**config.mk**
```make
export PLATFORM = sky130hd
export DESIGN_NAME = wb_mips_arb
export DESIGN_NICKNAME = d
export VERILOG_FILES = /design/src/rtl/wb_mips_arb.sv
export SDC_FILE = /design/constraint.sdc
export NUM_CORES = 1
export LEC_CHECK = 0
export BUFFER_PORTS_ARGS = -buffer_cell sky130_fd_sc_hd__buf_2
export CELL_PAD_IN_SITES_DETAIL_PLACEMENT = 1
export CELL_PAD_IN_SITES_GLOBAL_PLACEMENT = 1
export CORE_AREA = 4 4 126 128
export DETAILED_ROUTE_END_ITERATION = 6
export DIE_AREA = 0 0 130 132
export PLACE_DENSITY_LB_ADDON = 0.1
export SYNTH_ARGS = -nofsm -noshare
export SYNTH_HDL_FRONTEND = slang
export SYNTH_SLANG_ARGS = --single-unit
```
**constraint.sdc**
```tcl
create_clock -name clk -period 4.6 [get_ports clk]
set_clock_uncertainty 0.15 [all_clocks]
set_input_delay 0.23 -clock clk [delete_from_list [all_inputs] [get_ports clk]]
set_output_delay 0.23 -clock clk [all_outputs]
set_load 0.01 [all_outputs]
```
**src/rtl/wb_mips_arb.sv**
```systemverilog
// -----------------------------------------------------------------------------
// wb_mips_arb
//
// Two-master Wishbone arbiter joining the CPU's instruction-side (ICMU) and
// data-side (DCMU) master ports onto one bus master port.
//
// Grant is registered (IDLE / GNT_I / GNT_D): a new request appears on the
// bus one cycle after it is raised. Ties out of IDLE go to the side that was
// not granted last (data side after reset). A grant is held for as long as
// the granted side keeps cyc high. When it drops cyc, the other side takes
// over on the very next edge if it is waiting.
//
// A wait counter watches the granted strobe. If no ack arrives within
// TIMEOUT cycles, the arbiter answers the master itself for one cycle (ack
// with zero data), withdraws the strobe from the bus and pulses timeout_o.
//
// Parameters
//   TIMEOUT     cycles a granted strobe may wait for ack (2..65535)
//
// Ports
//   clk, rst    clock, asynchronous active-high reset
//   ic_*        instruction-side slave port (from CPU ICMU)
//   dc_*        data-side slave port (from CPU DCMU)
//   wbm_*       shared bus master port
//   timeout_o   one-cycle pulse per forced termination
//   gnt_o       current grant: 00 none, 01 instruction, 10 data
// -----------------------------------------------------------------------------
module wb_mips_arb #(
    parameter int unsigned TIMEOUT = 256
) (
    input  logic        clk,
    input  logic        rst,

    // instruction side
    input  logic        ic_cyc_i,
    input  logic        ic_stb_i,
    input  logic [31:2] ic_addr_i,
    input  logic [2:0]  ic_cti_i,
    input  logic [1:0]  ic_bte_i,
    input  logic [3:0]  ic_sel_i,
    input  logic        ic_we_i,
    input  logic [31:0] ic_data_i,
    output logic [31:0] ic_data_o,
    output logic        ic_ack_o,

    // data side
    input  logic        dc_cyc_i,
    input  logic        dc_stb_i,
    input  logic [31:2] dc_addr_i,
    input  logic [2:0]  dc_cti_i,
    input  logic [1:0]  dc_bte_i,
    input  logic [3:0]  dc_sel_i,
    input  logic        dc_we_i,
    input  logic [31:0] dc_data_i,
    output logic [31:0] dc_data_o,
    output logic        dc_ack_o,

    // bus master
    output logic        wbm_cyc_o,
    output logic        wbm_stb_o,
    output logic [31:2] wbm_addr_o,
    output logic [2:0]  wbm_cti_o,
    output logic [1:0]  wbm_bte_o,
    output logic [3:0]  wbm_sel_o,
    output logic        wbm_we_o,
    output logic [31:0] wbm_data_o,
    input  logic [31:0] wbm_data_i,
    input  logic        wbm_ack_i,

    output logic        timeout_o,
    output logic [1:0]  gnt_o
);

    typedef enum logic [1:0] {
        IDLE  = 2'b00,
        GNT_I = 2'b01,
        GNT_D = 2'b10
    } state_t;

    localparam logic [15:0] WAIT_LAST = 16'(TIMEOUT - 1);
    localparam logic [15:0] WAIT_MAX  = '1;

    state_t      state;
    state_t      state_nxt;
    logic        last_d;      // 1: data side was granted most recently
    logic [15:0] wait_cnt;

    logic        sel_i;
    logic        sel_d;
    logic        g_cyc;
    logic        g_stb;
    logic [31:2] g_addr;
    logic [2:0]  g_cti;
    logic [1:0]  g_bte;
    logic [3:0]  g_sel;
    logic        g_we;
    logic [31:0] g_data;
    logic        g_wait;
    logic        to_fire;
    logic        ack_any;

    // -------------------------------------------------------------------------
    // Arbitration decision for the next edge
    // -------------------------------------------------------------------------
    always_comb begin
        state_nxt = state;
        case (state)
            GNT_I: begin
                if (!ic_cyc_i) begin
                    state_nxt = dc_cyc_i ? GNT_D : IDLE;
                end
            end
            GNT_D: begin
                if (!dc_cyc_i) begin
                    state_nxt = ic_cyc_i ? GNT_I : IDLE;
                end
            end
            default: begin
                if (ic_cyc_i && dc_cyc_i) begin
                    state_nxt = last_d ? GNT_I : GNT_D;
                end else if (dc_cyc_i) begin
                    state_nxt = GNT_D;
                end else if (ic_cyc_i) begin
                    state_nxt = GNT_I;
                end else begin
                    state_nxt = IDLE;
                end
            end
        endcase
    end

    // -------------------------------------------------------------------------
    // Grant FSM, grant history, wait counter
    // -------------------------------------------------------------------------
    always_ff @(posedge clk or posedge rst) begin
        if (rst) begin
            state    <= IDLE;
            gnt_o    <= 2'b00;
            last_d   <= 1'b0;
            wait_cnt <= '0;
        end else begin
            state <= state_nxt;
            gnt_o <= state_nxt;

            if (state_nxt == GNT_D) begin
                last_d <= 1'b1;
            end else if (state_nxt == GNT_I) begin
                last_d <= 1'b0;
            end

            if (state_nxt != state || !g_wait || wbm_ack_i || to_fire) begin
                wait_cnt <= '0;
            end else if (wait_cnt != WAIT_MAX) begin
                wait_cnt <= wait_cnt + 16'd1;
            end
        end
    end

    // -------------------------------------------------------------------------
    // Request mux from the granted side (all zero when idle)
    // -------------------------------------------------------------------------
    assign sel_i = (state == GNT_I);
    assign sel_d = (state == GNT_D);

    always_comb begin
        g_cyc  = 1'b0;
        g_stb  = 1'b0;
        g_addr = '0;
        g_cti  = '0;
        g_bte  = '0;
        g_sel  = '0;
        g_we   = 1'b0;
        g_data = '0;
        if (sel_i) begin
            g_cyc  = ic_cyc_i;
            g_stb  = ic_stb_i;
            g_addr = ic_addr_i;
            g_cti  = ic_cti_i;
            g_bte  = ic_bte_i;
            g_sel  = ic_sel_i;
            g_we   = ic_we_i;
            g_data = ic_data_i;
        end else if (sel_d) begin
            g_cyc  = dc_cyc_i;
            g_stb  = dc_stb_i;
            g_addr = dc_addr_i;
            g_cti  = dc_cti_i;
            g_bte  = dc_bte_i;
            g_sel  = dc_sel_i;
            g_we   = dc_we_i;
            g_data = dc_data_i;
        end
    end

    // A real ack in the last allowed cycle takes priority over the timeout.
    assign g_wait  = g_cyc & g_stb;
    assign to_fire = g_wait & ~wbm_ack_i & (wait_cnt == WAIT_LAST);
    assign ack_any = wbm_ack_i | to_fire;

    assign wbm_cyc_o  = g_cyc;
    assign wbm_stb_o  = g_stb & ~to_fire;
    assign wbm_addr_o = g_addr;
    assign wbm_cti_o  = g_cti;
    assign wbm_bte_o  = g_bte;
    assign wbm_sel_o  = g_sel;
    assign wbm_we_o   = g_we;
    assign wbm_data_o = g_data;

    assign timeout_o  = to_fire;

    // -------------------------------------------------------------------------
    // Response routing: only the granted side sees ack/data
    // -------------------------------------------------------------------------
    assign ic_ack_o  = sel_i & ack_any;
    assign dc_ack_o  = sel_d & ack_any;
    assign ic_data_o = (sel_i && !to_fire) ? wbm_data_i : '0;
    assign dc_data_o = (sel_d && !to_fire) ? wbm_data_i : '0;

endmodule
```
==> results of run 1 <==
## flip-flops by register name, summed over array words and instances, names as in the netlist
| register | count |
|---|---|
| wait_cnt | 16 |
| last_d | 1 |
| state | 2 |
## cell usage after synthesis (all sizes together) (5+ instances only)
cell type | number | area share (%)
dfrtp | 19 | 20
a22o | 72 | 26
nand4 | 5 | 1.3
nand3 | 8 | 1.7
inv | 5 | 0.78
nor2 | 22 | 3.4
clkbuf | 15 | 2.4
xnor2 | 7 | 2.6
buf | 11 | 4.4
and2 | 65 | 17
o21ai | 5 | 1.0
mux2i | 6 | 2.5
nand2 | 8 | 1.3
## per-stage QoR
| stage | total power, mW | area (um^2) | util [%] |
|---|---|---|---|
| 2_1_floorplan | 1.06 | 2390 | - |
| 3_3_place_gp | 1.68 | 4130 | 27.8 |
| 3_5_place_dp | 1.70 | 4130 | 27.8 |
| 4_1_cts | 1.89 | 4220 | 28.4 |
| 5_1_grt | 1.99 | 4230 | 28.4 |
| 6_report | 1.86 | 4230 | 28.4 |
## report_power, final
part | switching [mW] | internal, mW | total (mW) | leakage (nW)
logic | 0.852 | 0.633 | 1.48 | 2.15
registers | 0.0127 | 0.179 | 0.192 | 0.262
clock network | 0.0663 | 0.118 | 0.184 | 0.0382
total | 0.931 | 0.930 | 1.86 | 2.45
## timing repair
item,4_1_cts,5_1_grt
hold buffers,1,0
endpoints found under the hold margin,19,0
setup endpoints to repair,0,0
## worst min-delay path by stage
stage / startpoint / endpoint / slack (ns) / depth (start not counted)
5_1_grt: dc_cyc_i / state[1] / 0.32 / 3
4_1_cts: dc_cyc_i / state[1] / 0.29 / 3
3_5_place_dp: rst / wait_cnt[2] / 0.27 / 2
3_3_place_gp: rst / wait_cnt[2] / 0.27 / 2
2_1_floorplan: rst / last_d / 0.03 / 1
6_report: dc_cyc_i / state[1] / 0.26 / 3
## area by class of cell
type                       instances  area (um^2)  share of cell area [%]
tap                              188          235                    5.57
timing repair buffer             329         1660                    39.3
multi-input combinational        241         1750                    41.4
clock buffer                       4         78.8                    1.87
inverter                           5         18.8                   0.444
sequential                        19          475                    11.2
antenna                            4         10.0                   0.237
## cells by family (layout without fill, tap and decap cells)
| group | count (synthesis) | after routing | synth area share (%) |
|---|---|---|---|
| muxes | 7 | 7 | 2.98 |
| AOI/OAI and AO/OA | 89 | 89 | 31.1 |
| adders and majority gates | 4 | 4 | 2.09 |
| xor gates and xnor gates | 10 | 10 | 3.66 |
| buffers and inverters | 31 | 338 | 7.52 |
| DFF | 19 | 19 | 19.9 |
| and+or+nand+nor | 131 | 131 | 32.8 |
| other | 0 | 4 | 0 |
## layer usage
metal,vias to the layer above,track usage (%),routed length [um]
li1,1694,-,-
met1,1685,20.7,6280
met2,130,31.7,8680
met3,14,4.09,1460
met4,4,4.97,229
met5,-,0,27
## worst reg2reg max path: cells and delay by family (launching register included)
| family | cells | cell delay, ns |
|---|---|---|
| buffers and inverters | 2 | 0.50 |
| AO/OA/AOI/OAI | 2 | 0.65 |
| AND/OR/NAND/NOR | 3 | 0.48 |
| adder cells (fa/ha/maj) | 1 | 0.22 |
| flip-flops | 1 | 0.41 |
==> summary.txt, run 1 <==
Synthesized area - 0.00239 mm^2
Clock latency on the worst-skew pair - 0.25 ns
Vias per cell - 4.46
Synth cell types - 42
Post-synth EDFFs - 0
Largest net degree at the start of global routing - 44
Core Region - 0.0149 mm^2
Unrepaired setup endpoints after global routing - no
Layout cells sized above 1 - 56.7%
Htree depth - 1
Starting density of the core - 16.1%
Async S/R FF share, synth - 100%
Fin. max-slew vios - 0
Final non-filler cell total - 790
Delay-heaviest family, CP - simple AND/OR/NAND/NOR gates
Critical Path End Type - output port
Cell row count - 45
Worst hold slack - 0.265 ns
First element of the critical path - state[1]
Grt ovf - 0
R2R cell count - 8
HPWL after detailed placement - 14.3 mm
Total negative setup slack - 0 ns
YS warnings - 0
Vias after detailed routing - 3527
Status - finished clean
CP cell instances - inv_1 > ha_2 > buf_4 > nand4b_1 > a21oi_1 > and2_1 > nor2b_4 > and2_1 > buf_2
Maximum clock frequency - 0.314 GHz
CP Buf/Inv Count - 3
First-pass GRT wire length - 23.0 mm
Leakage Power - 2.45 nW
Worst R2R Start - state[1]
Routed WL per cell - 21.1 um
Worst VDD drop - 0.162 mV
Vias in the first global route - 3403
WP data arrival - 2.81 ns
Setup slack after layout - 1.41 ns
Syn Area/Cell - 8.23 um^2
CP Class - flop to output port
IO Pins - 326
Number of detailed-route iterations in the first pass - 4
ANT nets after route - 0
Max Cap Violations - 0
FILL cells - 1912
Slowest stage delay, CP - 0.52 ns
NumNets Final - 786
Area Growth Syn to Fin - 76.5%
Reg clk slew, reported paths - 0.06 ns
CTS Sinks - 19
# placed instances - 781
Crit path top cell by count - and2_1
Critical-path maximum fanout - 43
Final period utilization - 69.3%
Drt total wl - 16.7 mm
Port Buffers - 325
Syn_nets - 478
Max Buffers Root-to-Sink - 2
Ys flop type - dfrtp_1
Total track usage - 17.6%
Most common cell after layout, fill and taps aside - buf_2
PostCTS Resize Cnt - 0
Worst setup endpoint - dc_data_o[26]
Pwr Density - 440 mW/mm^2
Full die area - 0.0172 mm^2
Inserted Clock Buffers - 3
Post-CTS Setup Inserts - 0
Most frequent cells in the layout - buf_2 (325), a22o_1 (72), and2_1 (65)
CTS tree - yes
Gpl congestion - 0.898
Reg-to-reg endpoint - wait_cnt[9]
Die height - 132 um
Tightest Hold Check Type - input port to flop
DRC - 0
Slowest CP cell - nor2b_4
Clk root buf - clkbuf_16
Die width - 130 um
Post-synthesis instance total - 291
Dpl ws - 1.66 ns
FF-to-FF setup slack - 2.11 ns
Period minus WS final - 3.19 ns
Initial antenna violation count - 6
Worst-margin pin slew - 0.976 ns
Synthesized flop and latch total - 19
WP data required - 4.22 ns
WP depth - 9
Initial DRC count - 79
Slew headroom - 34.8%
Setup-failing EPs final - 0
Seq/Total Area, Yosys - 19.9%
Number of failing hold endpoints at the final stage - 0
Worst setup SP type - flop
No activity file was read; power rests on OpenSTA's default activity.
==> run 2: changes to the inputs <==
--- a/config.mk
+++ b/config.mk
@@ -5,6 +5,7 @@
 export SDC_FILE = /design/constraint.sdc
 export NUM_CORES = 1
 export LEC_CHECK = 0
+export ABC_AREA = 1
 export BUFFER_PORTS_ARGS = -buffer_cell sky130_fd_sc_hd__buf_2
 export CELL_PAD_IN_SITES_DETAIL_PLACEMENT = 1
 export CELL_PAD_IN_SITES_GLOBAL_PLACEMENT = 1
==> constraint.sdc (replaced) <==
create_clock -name clk -period 3.3 [get_ports clk]
set_clock_uncertainty 0.15 [all_clocks]
set_input_delay 0.165 -clock clk [delete_from_list [all_inputs] [get_ports clk]]
set_output_delay 0.165 -clock clk [all_outputs]
set_load 0.01 [all_outputs]
==> run 2 against run 1 <==
Effect of this change: synthesized cell count up 33%; sequential power up 41%; highest routed layer unchanged; clock power up 39%; sequential share of layout area down 0.50 points; critical path type unchanged; critical endpoint is now wbm_cti_o[2].
==> summary.txt, run 2 <==
Port Buffers - 325 (unchanged)
R2R cell count - 13 (was 8)
CTS tree - yes (unchanged)
Seq/Total Area, Yosys - 18.4% (was 19.9%)
Most frequent cells after synthesis - a22o_1 (72), nor2_1 (70), inv_1 (54) (was a22o_1 (72), and2_1 (65), nor2_1 (22))
Internal power - 1.26 mW (was 0.930 mW)
Die width - 130 um (unchanged)
Slowest CP cell - nor2_4 (was nor2b_4)
Largest net degree at the start of global routing - 74 (was 44)
Crit path top cell by count - inv_1 (was and2_1)
Reg clk slew, reported paths - 0.06 ns (about the same)
Number of failing hold endpoints at the final stage - 0 (unchanged)
Vias in the first global route - 3903 (was 3403)
# placed instances - 879 (was 781)
Clock latency on the worst-skew pair - 0.25 ns (about the same)
DRC - 0 (unchanged)
Critical-path maximum fanout - 37 (was 43)
Worst R2R Start - state[0] (was state[1])
Core Region - 0.0149 mm^2 (unchanged)
Final Power - 2.70 mW (was 1.86 mW)
Unrepaired setup endpoints after global routing - no (unchanged)
Drt total wl - 17.6 mm (was 16.7 mm)
Tightest Hold Check Type - input port to flop (unchanged)
Fin. max-slew vios - 0 (unchanged)
Leakage Power - 2.75 nW (was 2.45 nW)
Status - finished clean (unchanged)
Area occupied by multi-input gates - 0.00174 mm^2 (was 0.00175 mm^2)
Initial antenna violation count - 4 (was 6)
Setup slack after layout - 0.490 ns (was 1.41 ns)
Worst setup SP type - flop (unchanged)
Slowest stage delay, CP - 0.52 ns (about the same)
Combinational power share - 80.5% (was 79.8%)
First-pass GRT wire length - 24.9 mm (was 23.0 mm)
Initial DRC count - 142 (was 79)
Maximum clock frequency - 0.356 GHz
Number of detailed-route iterations in the first pass - 4 (unchanged)
IO Pins - 326 (unchanged)
Slew headroom - 47.2% (was 34.8%)
Dpl ws - 0.728 ns (was 1.66 ns)
Die height - 132 um (unchanged)
Clock share of power - 9.5% (was 9.9%)
HPWL after detailed placement - 15.4 mm (was 14.3 mm)
Cell row count - 45 (unchanged)
Synth top area cells - a22o_1 (24%), dfrtp_1 (18%), nor2_1 (10%), nor2_2 (8.0%), inv_1 (7.8%) (was a22o_1 (26%), dfrtp_1 (20%), and2_1 (17%), buf_6 (3.8%), nor2_1 (3.4%))
Async S/R FF share, synth - 100% (unchanged)
Hold path depth - 3 (unchanged)
Vias after detailed routing - 3899 (was 3527)
Routed WL per cell - 19.9 um (was 21.1 um)
Area Growth Syn to Fin - 70.9% (was 76.5%)
Worst-margin pin slew - 0.792 ns (was 0.976 ns)
Most common cell after layout, fill and taps aside - buf_2 (unchanged)
WP depth - 7 (was 9)
ANT nets after route - 0 (unchanged)
Synth cell types - 29 (was 42)
Pwr Density - 611 mW/mm^2 (was 440 mW/mm^2)
Min-delay src - ic_cyc_i (was dc_cyc_i)
Post-synthesis instance total - 387 (was 291)
Seq pwr share - 10.0% (was 10.3%)
Critical Path End Type - output port (unchanged)
Grt ovf - 0 (unchanged)
Gpl congestion - 0.920 (was 0.898)
Syn_nets - 574 (was 478)
Full die area - 0.0172 mm^2 (unchanged)
Period minus WS final - 2.81 ns
Max Buffers Root-to-Sink - 2 (unchanged)
Delay-heaviest family, CP - buffers and inverters (was simple AND/OR/NAND/NOR gates)
FILL cells - 1991 (was 1912)
Worst hold slack - 0.128 ns (was 0.265 ns)
Switching pwr - 1.45 mW (was 0.931 mW)
Total track usage - 19.0% (was 17.6%)
CP Class - flop to output port (unchanged)
Ys flop type - dfrtp_1 (unchanged)
Setup-failing EPs final - 0 (unchanged)
Biggest regs - wait_cnt (16), state (2), last_d (1) (unchanged)
Total negative setup slack - 0 ns (unchanged)
WP data required - 2.98 ns (was 4.22 ns)
Layout cells sized above 1 - 55.9% (was 56.7%)
Most frequent cells in the layout - buf_2 (325), a22o_1 (72), nor2_1 (69) (was buf_2 (325), a22o_1 (72), and2_1 (65))
CP cell instances - inv_1 > ha_1 > inv_1 > nor2_4 > buf_12 > a22o_1 > buf_2 (was inv_1 > ha_2 > buf_4 > nand4b_1 > a21oi_1 > and2_1 > nor2b_4 > and2_1 > buf_2)
Worst VDD drop - 0.250 mV (was 0.162 mV)
Final period utilization - 85.2%
CTS Sinks - 19 (unchanged)
Yosys top cell by area - a22o_1 (unchanged)
Synthesized flop and latch total - 19 (unchanged)
Top-area cell type share of the netlist area - 24.4% (was 26.3%)
Htree depth - 1 (unchanged)
Largest register by flop count - wait_cnt (unchanged)
WP data arrival - 2.50 ns (was 2.81 ns)
FF-to-FF setup slack - 1.01 ns (was 2.11 ns)
Inserted Clock Buffers - 3 (unchanged)
Vias per cell - 4.41 (was 4.46)
Post-CTS Setup Inserts - 0 (unchanged)
CP Buf/Inv Count - 4 (was 3)
Syn Area/Cell - 6.69 um^2 (was 8.23 um^2)
Max reg flops - 16 (unchanged)
Count leader, synth - a22o_1 (unchanged)
FF/Latch Area - 475 um^2 (unchanged)
Hold endpoint - state[0] (was state[1])
Synthesized area - 0.00259 mm^2 (was 0.00239 mm^2)
Starting density of the core - 17.4% (was 16.1%)
Reg-to-reg endpoint - wait_cnt[1] (was wait_cnt[9])
YS warnings - 0 (unchanged)
Post-synth EDFFs - 0 (unchanged)
Max Cap Violations - 0 (unchanged)
NumNets Final - 884 (was 786)
Final non-filler cell total - 885 (was 790)
Sw Ratio - 53.5% (was 50.0%)
Clk root buf - clkbuf_16 (unchanged)
## run 2: per-stage QoR
stage | cell area (um^2) | util [%]
global placement | 4330 | 29.1
finish | 4420 | 29.8
global route | 4420 | 29.8
floorplan | 2590 | -
detailed placement | 4330 | 29.1
CTS | 4420 | 29.7
## run 2: worst reg2reg max path, cell delays in order, from the launching register on
cell and delay [ns]:
dfrtp_1 0.44, inv_1 0.11, ha_1 0.29, inv_1 0.17, nand2_1 0.09, nand2_1 0.06
inv_1 0.03, nand2_1 0.06, nand2_1 0.09, nand2_1 0.07, nand2_1 0.08, nor2_4 0.16
nand2_2 0.26, nor2_1 0.16
## run 2: routing by layer
metal	share of wire [%]	wire, um	GRT usage [%]	vias up
met5	0.23	41	0	-
met4	0.68	119	2.14	6
met3	14	2480	9.60	12
met2	46	8060	30.5	166
met1	39	6910	23.5	1814
li1	-	-	-	1901
## run 2: kinds of logic after synthesis
family | synth area share, %
AOI/OAI and AO/OA | 27.6
buffers and inverters | 14.7
adders and majority gates | 1.93
xor gates and xnor gates | 1.69
and+or+nand+nor | 35.7
DFF | 18.4
## run 2: how the worst max path moves through the flow
stage	startpoint	endpoint	slack, ns
5_1_grt	state[0]	wbm_data_o[8]	0.30
4_1_cts	state[0]	wbm_cti_o[2]	0.45
6_report	state[0]	wbm_cti_o[2]	0.49
2_1_floorplan	state[0]	dc_data_o[10]	1.24
3_5_place_dp	state[0]	wbm_cti_o[2]	0.73
3_3_place_gp	state[0]	wbm_cti_o[2]	0.74
## run 2: cell type report
| type | instances | share of cell area, % |
|---|---|---|
| inverter | 58 | 4.92 |
| timing repair buffer | 329 | 37.8 |
| antenna | 1 | 0.0566 |
| tap | 188 | 5.32 |
| sequential | 19 | 10.7 |
| clock inverter | 1 | 0.113 |
| multi-input combinational | 286 | 39.4 |
| clock buffer | 3 | 1.70 |
## run 2: repair_timing
item	CTS	global route
endpoints found under the hold margin	19	0
hold buffers	1	0
gates resized for setup	0	0
## run 2: power groups by stage
stage / logic, mW / registers [mW] / clock network, mW
global route: 2.37 / 0.275 / 0.281
global placement: 2.17 / 0.273 / 0
CTS: 2.21 / 0.271 / 0.264
floorplan: 1.29 / 0.275 / 0
finish: 2.18 / 0.270 / 0.256
detailed placement: 2.19 / 0.275 / 0
==> run 3: changes to the inputs <==
--- a/config.mk
+++ b/config.mk
@@ -9,10 +9,11 @@
 export BUFFER_PORTS_ARGS = -buffer_cell sky130_fd_sc_hd__buf_2
 export CELL_PAD_IN_SITES_DETAIL_PLACEMENT = 1
 export CELL_PAD_IN_SITES_GLOBAL_PLACEMENT = 1
-export CORE_AREA = 4 4 126 128
+export CORE_AREA = 2 2 127 129
 export DETAILED_ROUTE_END_ITERATION = 6
-export DIE_AREA = 0 0 130 132
+export DIE_AREA = 0 0 129 131
 export PLACE_DENSITY_LB_ADDON = 0.1
+export SKIP_LAST_GASP = 1
 export SYNTH_ARGS = -nofsm -noshare
 export SYNTH_HDL_FRONTEND = slang
 export SYNTH_SLANG_ARGS = --single-unit
==> constraint.sdc (replaced) <==
create_clock -name clk -period 3.3 [get_ports clk]
set_clock_uncertainty 0.15 [all_clocks]
set_input_delay 0.33 -clock clk [delete_from_list [all_inputs] [get_ports clk]]
set_output_delay 0.33 -clock clk [all_outputs]
set_load 0.01 [all_outputs]
==> run 3 against run 2 <==
Effect of this change: global-route usage rose by 1.2 points; non-clock buffer count fell by 1; utilization fell by 1.3 points; largest cell class unchanged; final cell count grew 3.4%; combinational power about the same; via count grew 0.59%; maximum frequency is 5.1% lower; register-to-register slack lost 0.25 ns; critical path depth is the same.
==> summary.txt, run 3 (synthesis results as in run 2) <==
Max Cap Violations - 0 (unchanged)
WP data arrival - 2.48 ns (was 2.50 ns)
Port Buffers - 325 (unchanged)
Clock share of power - 9.4% (was 9.5%)
Fin. max-slew vios - 0 (unchanged)
ANT nets after route - 0 (unchanged)
Internal power - 1.24 mW (was 1.26 mW)
Biggest regs - wait_cnt (16), state (2), last_d (1) (unchanged)
Vias after detailed routing - 3922 (was 3899)
Largest register by flop count - wait_cnt (unchanged)
Gpl congestion - 0.840 (was 0.920)
Total track usage - 20.2% (was 19.0%)
Number of detailed-route iterations in the first pass - 4 (unchanged)
DRC - 0 (unchanged)
Worst VDD drop - 0.281 mV (was 0.250 mV)
Grt ovf - 0 (unchanged)
Clk root buf - clkbuf_16 (unchanged)
WP data required - 2.82 ns (was 2.98 ns)
Final period utilization - 89.7% (was 85.2%)
Vias in the first global route - 3866 (was 3903)
Slew headroom - 45.8% (was 47.2%)
Status - finished clean (unchanged)
Starting density of the core - 16.6% (was 17.4%)
Switching pwr - 1.49 mW (was 1.45 mW)
Routed WL per cell - 20.5 um (was 19.9 um)
Vias per cell - 4.29 (was 4.41)
Inserted Clock Buffers - 3 (unchanged)
Htree depth - 1 (unchanged)
Combinational power share - 80.8% (was 80.5%)
Critical-path maximum fanout - 72 (was 37)
Tightest Hold Check Type - input port to async pin (was input port to flop)
Die height - 131 um (was 132 um)
Worst setup SP type - flop (unchanged)
Clock latency on the worst-skew pair - 0.25 ns (about the same)
FF/Latch Area - 475 um^2 (unchanged)
PostCTS Resize Cnt - 0 (unchanged)
Max reg flops - 16 (unchanged)
Area Growth Syn to Fin - 71.7% (was 70.9%)
CTS tree - yes (unchanged)
Total negative setup slack - 0 ns (unchanged)
Area occupied by multi-input gates - 0.00174 mm^2 (unchanged)
Core Region - 0.0156 mm^2 (was 0.0149 mm^2)
Full die area - 0.0169 mm^2 (was 0.0172 mm^2)
Largest net degree at the start of global routing - 73 (was 74)
Seq pwr share - 9.8% (was 10.0%)
Pwr Density - 614 mW/mm^2 (was 611 mW/mm^2)
Final non-filler cell total - 915 (was 885)
Die width - 129 um (was 130 um)
Drt total wl - 18.7 mm (was 17.6 mm)
Worst-margin pin slew - 0.812 ns (was 0.792 ns)
CP Class - flop to output port (unchanged)
Setup-failing EPs final - 0 (unchanged)
CTS Hold Bufs - 0 (was 1)
Max Buffers Root-to-Sink - 2 (unchanged)
Period minus WS final - 2.96 ns (was 2.81 ns)
CTS Sinks - 19 (unchanged)
Most common cell after layout, fill and taps aside - buf_2 (unchanged)
Critical Path End Type - output port (unchanged)
NumNets Final - 883 (was 884)
Number of failing hold endpoints at the final stage - 0 (unchanged)
Post-CTS Setup Inserts - 0 (unchanged)
Layout cells sized above 1 - 56.0% (was 55.9%)
Cell row count - 46 (was 45)
Unrepaired setup endpoints after global routing - no (unchanged)
FILL cells - 2053 (was 1991)
Maximum clock frequency - 0.338 GHz (was 0.356 GHz)
Sw Ratio - 54.5% (was 53.5%)
# placed instances - 907 (was 879)
Most frequent cells in the layout - buf_2 (325), a22o_1 (72), nor2_1 (69) (unchanged)
Reg clk slew, reported paths - 0.06 ns (about the same)
Leakage Power - 2.74 nW (was 2.75 nW)
First-pass GRT wire length - 25.0 mm (was 24.9 mm)
Initial antenna violation count - 7 (was 4)
Initial DRC count - 175 (was 142)
HPWL after detailed placement - 16.1 mm (was 15.4 mm)
IO Pins - 326 (unchanged)
run 3: path summary, 6_finish.rpt:
path | start | endpoint | slack [ns] | cells after the start
max | state[0] | wbm_sel_o[2] | 0.34 | 7
min | rst | last_d | 0.07 | 2
max reg2reg | state[1] | wait_cnt[1] | 0.76 | 14
min reg2reg | last_d | last_d | 0.40 | 2
max in group asynchronous | rst | wait_cnt[12] | 2.42 | 2
min in group clk | ic_cyc_i | state[0] | 0.32 | 3
run 3: final cells by class:
class	instances	area share (%)
Sequential cell	19	10.7
Multi-Input combinational cell	286	39.2
Tap cell	216	6.08
Clock inverter	1	0.113
Antenna cell	4	0.225
Inverter	58	4.90
Timing Repair Buffer	328	37.1
Clock buffer	3	1.69
run 3: per-layer routing:
layer  routed length [um]  global-route usage [%]  share of wire (%)
met5                   37                       0               0.20
met2                 8490                    32.3                 45
met1                 7470                    24.1                 40
met3                 2640                    12.4                 14
met4                   72                    1.73               0.38
run 3: power by group through the flow:
stage	sequential [mW]	combinational (mW)	clock [mW]
4_1_cts	0.269	2.23	0.264
6_report	0.268	2.20	0.256
2_1_floorplan	0.275	1.29	0
5_1_grt	0.272	2.41	0.277
3_3_place_gp	0.271	2.20	0
3_5_place_dp	0.273	2.22	0
run 3: worst max-delay path, cell delays in order, from the launching register on:
cell     delay (ns)
dfrtp_1        0.41
inv_1          0.11
ha_1           0.28
inv_1          0.13
nor2_4         0.09
buf_4          0.60
a22o_1         0.35
buf_2          0.19
run 3: per-stage QoR:
step	power [mW]	instance area, um^2	setup WS (ns)	util, %	hold slack [ns]
finish	2.73	4440	0.340	28.5	0.0733
global route	2.95	4440	0.112	28.5	0.147
CTS	2.76	4430	0.332	28.4	0.116
detailed placement	2.49	4350	0.619	27.9	0.385
global placement	2.47	4350	0.647	27.9	0.378
floorplan	1.56	2590	1.07	-	0.131
